**src/rtl/ifu.sv**
```systemverilog
// Instruction fetch unit: one 32-bit fetch per retired instruction over a
// single-outstanding valid/ready read channel, instruction held until retire.
module ifu #(
  parameter logic [31:0] MISALIGN_INST = 32'h00100073
) (
  input  logic        clk,
  input  logic        rst,
  input  logic [31:0] pc,
  input  logic        pc_update_en,
  output logic [31:0] araddr,
  output logic        arvalid,
  input  logic        arready,
  input  logic [31:0] rdata,
  input  logic [1:0]  rresp,
  input  logic        rvalid,
  output logic        rready,
  output logic [31:0] inst,
  output logic        inst_valid,
  output logic        fetch_err,
  output logic [31:0] fetch_cnt
);

  typedef enum logic [1:0] {
    S_IDLE  = 2'd0,
    S_AR    = 2'd1,
    S_R     = 2'd2,
    S_VALID = 2'd3
  } state_t;

  state_t      state_q;
  state_t      state_d;
  logic [31:0] addr_q;
  logic [31:0] inst_q;
  logic        err_q;
  logic [31:0] cnt_q;
  logic        misaligned;

  assign misaligned = (pc[1:0] != 2'b00);

  // State register
  always_ff @(posedge clk) begin
    if (rst) begin
      state_q <= S_IDLE;
    end else begin
      state_q <= state_d;
    end
  end

  // Next-state logic; misaligned PCs skip the bus entirely
  always_comb begin
    state_d = state_q;
    case (state_q)
      S_IDLE:  state_d = misaligned ? S_VALID : S_AR;
      S_AR:    if (arready) state_d = S_R;
      S_R:     if (rvalid) state_d = S_VALID;
      S_VALID: if (pc_update_en) state_d = S_IDLE;
      default: state_d = S_IDLE;
    endcase
  end

  // Handshake outputs decoded from state only
  always_comb begin
    arvalid    = 1'b0;
    rready     = 1'b0;
    inst_valid = 1'b0;
    case (state_q)
      S_AR:    arvalid    = 1'b1;
      S_R:     rready     = 1'b1;
      S_VALID: inst_valid = 1'b1;
      default: ;
    endcase
  end

  // Fetch address, held instruction, error flag and completion counter
  always_ff @(posedge clk) begin
    if (rst) begin
      addr_q <= 32'd0;
      inst_q <= 32'd0;
      err_q  <= 1'b0;
      cnt_q  <= 32'd0;
    end else begin
      if (state_q == S_IDLE) begin
        addr_q <= pc;
        if (misaligned) begin
          inst_q <= MISALIGN_INST;
          err_q  <= 1'b1;
        end
      end
      if ((state_q == S_R) && rvalid) begin
        inst_q <= rdata;
        err_q  <= (rresp != 2'b00);
      end
      if ((state_d == S_VALID) && (state_q != S_VALID)) begin
        cnt_q <= cnt_q + 32'd1;
      end
    end
  end

  assign araddr    = addr_q;
  assign inst      = inst_q;
  assign fetch_err = err_q;
  assign fetch_cnt = cnt_q;

endmodule

```
**config.mk**
```make
export PLATFORM = sky130hd
export DESIGN_NAME = ifu
export DESIGN_NICKNAME = d
export VERILOG_FILES = /design/src/rtl/ifu.sv
export SDC_FILE = /design/constraint.sdc
export NUM_CORES = 1
export LEC_CHECK = 0
export CORE_MARGIN = 8
export CORE_UTILIZATION = 30
export DETAILED_ROUTE_END_ITERATION = 8
export PLACE_DENSITY = 0.7
export SYNTH_ARGS = -nofsm -noshare
export SYNTH_HDL_FRONTEND = slang
export SYNTH_SLANG_ARGS = --single-unit
```
**constraint.sdc**
```tcl
create_clock -name clk -period 2.8 [get_ports clk]
set_clock_uncertainty 0.2 [all_clocks]
set_input_delay 0.56 -clock clk [delete_from_list [all_inputs] [get_ports clk]]
set_output_delay 0.56 -clock clk [all_outputs]
set_load 0.02 [all_outputs]
```
== After elaboration in Yosys (flattened, before gate mapping) ==
Index checks and enable logic that the tools add are counted.
Cells by class
  add/subtract/negate cells: 1
  equal/unequal tests: 5
  muxes and demuxes: 14
  reductions and logical operators: 8
Operators by type and width (number)
  $mux W32: 3
  $add A32 B1 Y32 const B: 1
  $mux W2: 4
  $pmux W2 S4: 1
  $reduce_bool A2 Y1: 4
  $eq A2 B2 Y1 const B: 3
  $mux W1: 6
  $eq A2 B1 Y1 const B: 1
  $logic_and A1 B1 Y1: 2
  $logic_not A2 Y1: 1
  $ne A2 B2 Y1 const B: 1
  $reduce_and A2 Y1: 1
Word-level totals
  register bits: 99
  input bits: 71
  output and inout bits: 100
  logic and storage cells: 33

== Longest topological paths before layout ==
  word-level depth: 5
  gate-level depth with buffers: 7
  gate-level depth less buffers: 5

== Least setup slack after synthesis ==
OpenSTA, ideal clock, no wires.
  kind: register to register
  from: register cnt_q[2], in the netlist fetch_cnt[2]
  to: register cnt_q[31], in the netlist fetch_cnt[31]
  library setup time: 0.123 ns
  arrival: 1.742 ns
  required time: 2.477 ns
  path slack: 0.734 ns
  cell stages (with the launch flop): 6
  path buffers: 0
  clock period less this slack: 2.066 ns
  cells stage by stage: dfxtp_1 -> and4_4 -> nand4_4 -> nor4_4 -> nand4_1 -> mux2_1
On the way
  longest elaborated chain between the ends: 1
RTL lines
  start: declaration: RTL line 35  | logic [31:0] cnt_q;
  start signal: assignment: RTL line 94  | cnt_q <= cnt_q + 32'd1;
  $add A32 B1 Y32: RTL line 94
No other way between the ends.
A chain may end at the register's enable or synchronous reset.

== Worst setup path in the final report ==
  from: register state_q[0]
  to: output arvalid
On the way
  longest elaborated chain between the ends: 2
RTL lines
  start: declaration: RTL line 30  | state_t state_q;
  start signal: assignment: RTL line 45  | state_q <= state_d;
  $eq A2 B1 Y1: RTL line 66  | case (state_q)
  $mux W1: RTL line 66
  end: declaration: RTL line 11  | output logic arvalid,
No other way between the ends.

==> results.py <==
metrics = {
    "outcome": {
        "status": "finished clean",
    },
    "floorplan": {
        "pin_count": 171,
        "die_w_um": 129,
        "chipHeight_um": 129,
        "dieArea_um2": 16700,
        "core_area_um2": 12600,
        "rows": 41,
        "initial_core_util_pct": 30.6,
    },
    "route": {
        "via_per_inst": 4.82,
        "vias": 3809,
        "routed_wl_um": 12200,
        "ant_nets": 0,
        "wl_per_cell_um": 15.4,
        "drc": 0,
        "drt_iter0_markers": 158,
        "first_pass_iters": 4,
    },
    "finish": {
        "n_fill_cell": 1220,
        "final_cell_area_um2": 5990,
        "drive_above_1_share_pct": 4.36,
        "layout.nets": 686,
        "syn2layout_area_growth_pct": 56.0,
        "antenna_cells": 0,
    },
    "setup_path": {
        "crit_fanout": 8,
        "crit_start": "state_q[0]$_SDFF_PP0_",
        "r2r_setup_slack_ns": 0.74,
        "crit_path_end_kind": "primary output",
        "start_kind": "flop",
        "critPathKind": "reg2out",
        "required_ns": 2.04,
        "r2r-start": "state_q[1]$_SDFF_PP0_",
        "arrival_ns": 1.70,
    },
    "sta": {
        "slew_violations": 0,
        "slew_headroom_pct": 33.7,
        "min_period_ns": 2.46,
        "finalSetupViolCount": 0,
        "rsz0062_at_grt": "false",
        "min_period_over_period_pct": 87.8,
        "hold_violations": 0,
        "fmax_ghz": 0.407,
        "hold_ws_ns": 0.255,
        "tns_ns": 0,
        "worst_pin_slew_ns": 0.994,
    },
    "clocking": {
        "cts_resized": 0,
        "cts_root_buf": "clkbuf_16",
        "clock_path_buffers": 2,
        "post-cts-setup-buffer-count": 0,
        "worstSkewPairLatency_ns": 0.34,
        "cts_num_sinks": 99,
        "cts_tree": "built",
        "cts_buffers": 9,
        "clkTransAtPathRegs_ns": 0.06,
        "htreeDepth": 3,
        "hold_buffers": 0,
    },
    "synthesis": {
        "syn_avg_cell_area_um2": 8.44,
        "yosys.area_share.adder_pct": 0.326,
        "ys_ff_latch": 99,
        "syn_nets": 527,
        "syn_inst": 455,
        "synth_top_family_by_area": "simple AND/OR/NAND/NOR gates",
        "ys_seq_area_share_pct": 51.6,
        "synth_compound_area_share_pct": 11.5,
        "synth_area_um2": 3840,
        "yosysUniqueCellTypes": 35,
        "yosysWarnings": 0,
        "synthMuxAreaShare_pct": 0.293,
        "yosys.area_share.simple_pct": 27.2,
        "synth_xor_area_share_pct": 5.47,
    },
    "grt": {
        "first_global_vias": 3727,
        "grt.overflow.total": 0,
        "grt_start_max_net_pins": 64,
        "grt_use_total_pct": 14.2,
        "grt_pass1_wl_um": 18800,
        "antenna_found_initial": 0,
    },
    "power_and_ir_drop": {
        "p_int_mw": 2.41,
        "pwr-share-clk_pct": 35.7,
        "p_sw_uw": 837,
        "switching_share_pct": 25.8,
        "powerDensity_nw_per_um2": 541,
        "seqPwrFrac_pct": 46.8,
        "leakage_nw": 2.11,
        "p_comb_share_pct": 17.5,
        "ir_drop_mv": 0.419,
    },
    "place": {
        "post_dp_cell_area_um2": 5720,
        "hpwl_um": 9030,
        "place_congestion": 0.817,
        "portBuffers": 170,
    },
    "hold_path": {
        "hold_path_class": "reg2reg",
        "hp-start": "araddr[8]$_SDFFE_PP0P_",
    },
    "job": {
        "maxCapViolCount": 0,
    },
}
Yosys cell counts:
library cell	n	share of area, %
nand4_4	1	0.55
nand4_1	11	1.8
a21oi_1	38	5.0
nand2_1	79	7.7
o21ai_0	5	0.65
xor2_1	4	0.91
a22oi_1	26	5.1
a211oi_1	1	0.20
nor2_1	69	6.7
or3_1	4	0.65
and2_1	3	0.49
nor4_4	1	0.55
nand2b_2	1	0.23
xnor2_1	20	4.6
and4_4	1	0.29
nand3_1	8	1.0
nand4_2	1	0.33
nor3_1	17	2.2
and4_1	4	0.91
and3_1	3	0.49
mux2_1	1	0.29
buf_2	5	0.65
nor3b_1	1	0.20
a21o_1	1	0.20
or2_2	1	0.16
a221oi_1	1	0.23
clkbuf_1	23	2.2
dfxtp_1	99	52
nor2b_1	3	0.49
inv_1	7	0.68
nor4_1	11	1.8
nand2b_1	2	0.33
or4_1	1	0.20
ha_1	1	0.33
a31o_2	1	0.23
worst paths after layout:
kind	to	depth (start not counted)
max reg2reg	inst[22]$_SDFFE_PP0P_	4
max	arvalid	3
min reg2reg	araddr[8]$_SDFFE_PP0P_	2
min	araddr[8]$_SDFFE_PP0P_	2
layout by cell type, fill, tap and decap left out, types with 2 or more instances in the layout:
master	instances
clkdlybuf4s50_1	169
dfxtp_1	99
nand2_1	79
nor2_1	68
a21oi_1	38
a22oi_1	26
xnor2_1	20
nor3_1	17
nand4_1	11
nor4_1	11
clkbuf_16	9
nand3_1	8
inv_1	7
o21ai_0	5
buf_4	5
or3_1	4
and4_1	4
xor2_1	4
clkbuf_1	4
nor2b_1	3
and2_1	3
and3_1	3
nand2b_1	2
clkbuf_8	2
buf_12	2
worst max-delay path: stages, from the launching register on:
cell and delay [ns]:
dfxtp_1 0.41, inv_1 0.18, nor2_1 0.15, clkdlybuf4s50_1 0.63
state kept, by name, summed over array words and instances (netlist names):
| name | cells |
|---|---|
| fetch_cnt | 32 |
| state_q | 2 |
| inst | 32 |
| araddr | 32 |
| fetch_err | 1 |
metrics by stage:
| stage | power, mW | worst slack [ns] | std cells | utilization (%) |
|---|---|---|---|---|
| after CTS | 3.30 | 0.302 | 791 | 47.7 |
| after global placement | 2.11 | 0.104 | 775 | 45.5 |
| after detailed placement | 2.13 | 0.0761 | 775 | 45.5 |
| after floorplan | 1.81 | 0.734 | 455 | - |
| final | 3.24 | 0.340 | 791 | 47.7 |
| after global routing | 3.40 | 0.203 | 791 | 47.7 |
per-layer routing:
metal / global-route usage (%) / routed length, um
met5: 0 / 0
met4: 3.94 / 138
met3: 6.00 / 1190
met2: 24.5 / 5910
met1: 15.7 / 4920
power by group through the flow:
| stage | Combinational, mW | Sequential [mW] | Clock, mW |
|---|---|---|---|
| after floorplan | 0.186 | 1.63 | 0 |
| after global placement | 0.566 | 1.55 | 0 |
| after detailed placement | 0.575 | 1.55 | 0 |
| after CTS | 0.577 | 1.52 | 1.21 |
| after global routing | 0.612 | 1.53 | 1.27 |
| final | 0.568 | 1.52 | 1.16 |
final cells by class:
class | count | area [um2] | share of cell area (%)
Sequential cell | 99 | 1980 | 33.1
Multi-Input combinational cell | 321 | 1720 | 28.8
Timing Repair Buffer | 176 | 1770 | 29.5
Clock inverter | 1 | 7.51 | 0.125
Inverter | 7 | 26.3 | 0.439
Tap cell | 172 | 215 | 3.59
Clock buffer | 15 | 268 | 4.47
cells by family after synthesis:
| group | count (synthesis) |
|---|---|
| XOR/XNOR | 24 |
| multiplexers | 1 |
| adder cells (fa/ha/maj) | 1 |
| AO/OA/AOI/OAI | 73 |
| buffers and inverters | 35 |
| flip-flops | 99 |
| AND/OR/NAND/NOR | 222 |
Note: power is estimated with default switching activity, not from simulation.
==> patch 1 (config.mk and constraints unchanged) <==
Put one more register stage on the output `fetch_cnt`, with the module's reset. The value now appears one clock later. The other outputs are not delayed to match.
--- a/src/rtl/ifu.sv
+++ b/src/rtl/ifu.sv
@@ -101,3 +101,9 @@
   assign fetch_err = err_q;
-  assign fetch_cnt = cnt_q;
+  always_ff @(posedge clk) begin
+    if (rst) begin
+      fetch_cnt <= '0;
+    end else begin
+      fetch_cnt <= cnt_q;
+    end
+  end
 
Behaviour: not the same (a bounded check fails within 4 cycles, from zero or initial values and one cycle with rst high).
==> patch 1 against the original RTL <==
Clock power rose by 90%; critical path depth fell by 1; sequential cell count rose by 32; largest power group is now clock; power rose by 48%; area after synthesis rose by 23%; routed wire length rose by 6.5%; cell area rose by 21%; worst setup slack got worse by 140 ps.
==> patch 1: results (changes against the original RTL) <==
* Status: complete, no violations
* Slew margin rel. at 32.5% (-1.3 points)
* CTS Buf Count at 17 (+8)
* Metal3 WL at 1.33 mm (+11%)
* TritonRoute pass-1 iters at 5 (+1)
* WL met2 at 5.99 mm (+1.4%)
* CP Max Fanout at 12 (+4)
* Cells after DPL at 885 (+14%)
* Final HPWL DP at 9.14 mm (+1.2%)
* Layout Nets at 760 (+11%)
* Vias in the first global route at 3,933 (+5.5%)
* Leading post-synthesis cells by cell area: dfxtp_1 (55%), nand2_1 (6.3%), nor2_1 (5.5%)
* DRT Wirelength at 12.9 mm (+6.5%)
* Leakage at 2.64 nW (+25%)
* Hold path depth at 2 (unchanged)
* Highest Signal Layer: met4
* Total track usage at 12.8% (-1.4 points)
* Seq/Total Area, Yosys at 55.3% (+3.7 points)
* Metal1 wirelength at 5.45 mm (+11%)
* DR WL/cell at 14.1 um (-8.2%)
* Dpl cell area at 6670 um^2 (+17%)
* Worst-Skew Late Latency at 410 ps (+70 ps)
* Max-slew violations at 0 (unchanged)
* Fillers at 1,554 (+27%)
* Via density per instance at 4.47 (-7.2%)
* H-tree levels at 4 (+1)
* First-pass GRT wire length at 20.6 mm (+9.4%)
* WP data arrival at 1840 ps (+140 ps)
* Routability cong. at 0.724 (-11%)
* VDD IR-drop max at 373 uV (-11%)
* Fraction of layout cells with a size suffix above 1 at 9.70% (+5.3 points)
* Initial drt markers at 182 (+15%)
* Mapped Avg Cell Area at 9.04 um^2 (+7.2%)
* Commonest cells post-synth: dfxtp_1 (131), nand2_1 (79), nor2_1 (69), a21oi_1 (42), nor2b_1 (32)
* Yosys cell types at 36 (+2.9%)
* Pin count of the biggest net entering global routing at 71 (+11%)
-- patch 1: cell count changes in the layout (fill, tap and decap cells not counted), sizes merged, moves of 7 or more --
cell,change
nand4,-8
mux2,+17
nor2b,+29
dfxtp,+32
nor3,-7
xnor2,-17
-- patch 1: final timing paths --
path,startpoint,endpoint,slack (ps)
setup / recovery,state_q[1],rready,200
hold reg to reg,araddr[12],araddr[12],250
setup reg to reg,state_q[1],cnt_q[31],520
hold / removal,araddr[12],araddr[12],250
-- patch 1: area by class of cell --
type / count / area share (%)
Sequential cell: 131 / 36.1
Multi-Input combinational cell: 350 / 26.7
Timing Repair Buffer: 182 / 25.0
Clock buffer: 20 / 6.42
Tap cell: 216 / 3.72
Clock inverter: 12 / 1.77
Inverter: 6 / 0.310
-- patch 1: logic make-up (layout without fill, tap and decap cells) --
logic type | Yosys count | count (layout) | share of synthesized area (%)
compound gates | 80 | 80 | 10.2
xor+xnor | 4 | 4 | 0.739
fa+ha+maj | 1 | 1 | 0.264
buf+inv | 43 | 220 | 3.75
flops | 131 | 131 | 55.3
mux | 18 | 18 | 4.28
simple gates | 247 | 247 | 25.4
-- patch 1: metrics by stage --
stage / setup slack, ps / total power [mW] / hold slack [ps] / util [%] / TNS (ps)
after floorplan: 615 / 2.32 / 255 / - / 0
after global placement: 31.6 / 2.63 / 241 / 42.6 / 0
after detailed placement: -25.2 / 2.64 / 246 / 42.6 / -25.2
after CTS: 167 / 4.86 / 253 / 46.4 / 0
after global routing: 82.1 / 5.00 / 266 / 46.4 / 0
final: 200 / 4.79 / 252 / 46.4 / 0
-- patch 1: critical path: stages, from the launching register on --
cell and delay [ps]:
dfxtp_1 520, nor2b_1 240, clkdlybuf4s50_1 660
-- patch 1: report_power, final --
part           total, mW  internal, mW  switching [mW]
clock               2.20          1.38           0.821
combinational      0.599         0.288           0.311
sequential          1.99          1.94          0.0480
-- patch 1: per-layer routing --
metal | GRT usage, % | vias up
met4 | 4.80 | 0
met1 | 14.1 | 1858
li1 | - | 2116
met2 | 20.4 | 113
met3 | 6.92 | 13
met5 | 0 | -
==> patch 2 (same settings) <==
Made on the original files. `MISALIGN_INST`: 32'h00100073 -> 32'h00080039.
--- a/src/rtl/ifu.sv
+++ b/src/rtl/ifu.sv
@@ -3,3 +3,3 @@
 module ifu #(
-  parameter logic [31:0] MISALIGN_INST = 32'h00100073
+  parameter logic [31:0] MISALIGN_INST = 32'h00080039
 ) (
Formal check against the unedited RTL: not equivalent (a bounded check fails within 4 cycles, from zero or initial values and one cycle with rst high).
==> patch 2 against the original RTL <==
Cell count stayed put; count of clock-buffer cells in the layout is 1 lower; cell area is 0.33% higher; routed wire length is 0.46% lower; power is 0.15% higher; sequential cell count stayed put; area after synthesis hardly changed; worst setup slack worse by 59 ps; critical path type unchanged; largest cell class unchanged; largest power group unchanged.
==> patch 2: results (changes against the original RTL) <==
* Fraction of layout cells with a size suffix above 1 at 4.85% (+0.48 points)
* DR WL/cell at 15.3 um (-0.46%)
* M1 GR Usage at 16.3% (+0.63 points)
* Commonest cells post-synth: dfxtp_1 (99), nand2_1 (79), nor2_1 (68), a21oi_1 (38), a22oi_1 (27)
* Pin count of the biggest net entering global routing at 53 (-17%)
* Final HPWL DP at 9.02 mm (about the same)
* Via density per instance at 4.74 (-1.6%)
* First-pass GRT wire length at 18.6 mm (-0.99%)
* H-tree levels at 3 (unchanged)
* Leakage at 2.12 nW (+0.52%)
* Vias in the first global route at 3,656 (-1.9%)
* TritonRoute pass-1 iters at 4 (unchanged)
* Max stage delay on crit path at 670 ps (+40 ps)
* Root buffer cell: clkbuf_16
* Routability cong. at 0.836 (+2.4%)
* Async SR Flop Fraction at 0% (unchanged)
* Synth Warn # at 0 (unchanged)
* CP Max Fanout at 11 (+3)
* Worst-path clk slew at 60 ps (about the same)
* Yosys cell types at 36 (+2.9%)
* Initial antenna violation count at 0 (unchanged)
* Worst hold path type: flop to flop
* Met3 usage at 4.07% (-1.9 points)
* Layout Nets at 687 (+0.15%)
* Status: complete, no violations
* CTS Buf Count at 9 (unchanged)
* PortBufs at 170 (unchanged)
* Total track usage at 13.9% (-0.34 points)
* Initial drt markers at 158 (unchanged)
* VDD IR-drop max at 228 uV (-46%)
* Largest delay share family, worst path: buffers and inverters
* Mapped Nets at 526 (-0.19%)
* PostCTS Resize Cnt at 0 (unchanged)
* Seq/Total Area, Yosys at 51.6% (about the same)
* Worst-Skew Late Latency at 340 ps (about the same)
* N_diodes at 0 (unchanged)
* M2 GR Usage at 23.3% (-1.2 points)
* Post-CTS Setup Bufs at 0 (unchanged)
* Maximum clock path buffer count at 2 (unchanged)
* CP max stage cell: clkdlybuf4s50_1
* Slew @ Worst Pin at 1020 ps (+23.4 ps)
* Dpl cell area at 5730 um^2 (+0.24%)
* Leading post-synthesis cells by cell area: dfxtp_1 (52%), nand2_1 (7.7%), nor2_1 (6.6%)
[patch 2: cell count changes in the layout (fill, tap and decap cells not counted), sizes merged]
cell,before,now
clkbuf,15,14
nor2,69,68
buf,7,9
nor3,17,16
a22oi,26,27
[patch 2: per-layer routing]
metal	vias to the layer above	routed length [um]
met2	113	5760
met3	17	908
met4	0	216
met5	-	0
met1	1756	5220
li1	1861	-
[patch 2: kinds of logic after synthesis]
logic type | synth area share, %
AOI/OAI and AO/OA | 11.7
xor gates and xnor gates | 5.47
adders and majority gates | 0.326
buffers and inverters | 3.65
DFF | 51.6
muxes | 0.293
and+or+nand+nor | 26.9
[patch 2: through the flow]
stage	utilization [%]	std cells	hold WS (ps)	worst slack (ps)
5_1_grt	47.8	791	274	118
6_report	47.8	791	256	281
2_1_floorplan	-	454	300	734
3_3_place_gp	45.6	776	242	147
4_1_cts	47.8	791	257	245
3_5_place_dp	45.6	776	248	88.5
[patch 2: power breakdown]
group,internal [mW],total (mW),leakage (nW),switching [mW]
logic,0.272,0.560,1.17,0.287
clock network,0.672,1.17,0.135,0.498
registers,1.48,1.52,0.807,0.0415
[patch 2: path summary, 6_finish.rpt]
path / cells after the start / to / from / slack, ps
worst min register to register: 2 / araddr[25] / araddr[25] / 260
worst max-delay path: 2 / rready / state_q[1] / 280
worst min-delay path: 2 / araddr[25] / araddr[25] / 260
worst max register to register: 5 / fetch_cnt[31] / fetch_cnt[7] / 580
[patch 2: area by class of cell]
class                      instances  area [um^2]
fill                            1213         6560
clock buffer                      14          274
tap                              172          215
multi-input combinational        320         1720
timing repair buffer             178         1780
sequential                        99         1980
inverter                           7         26.3
clock inverter                     1         7.51
[patch 2: worst reg2reg max path: stages (launching register included)]
cell and delay, ps:
dfxtp_1 470, and4_1 280, nand4_4 260, nor4_4 430, nand4_1 150, mux2_1 320
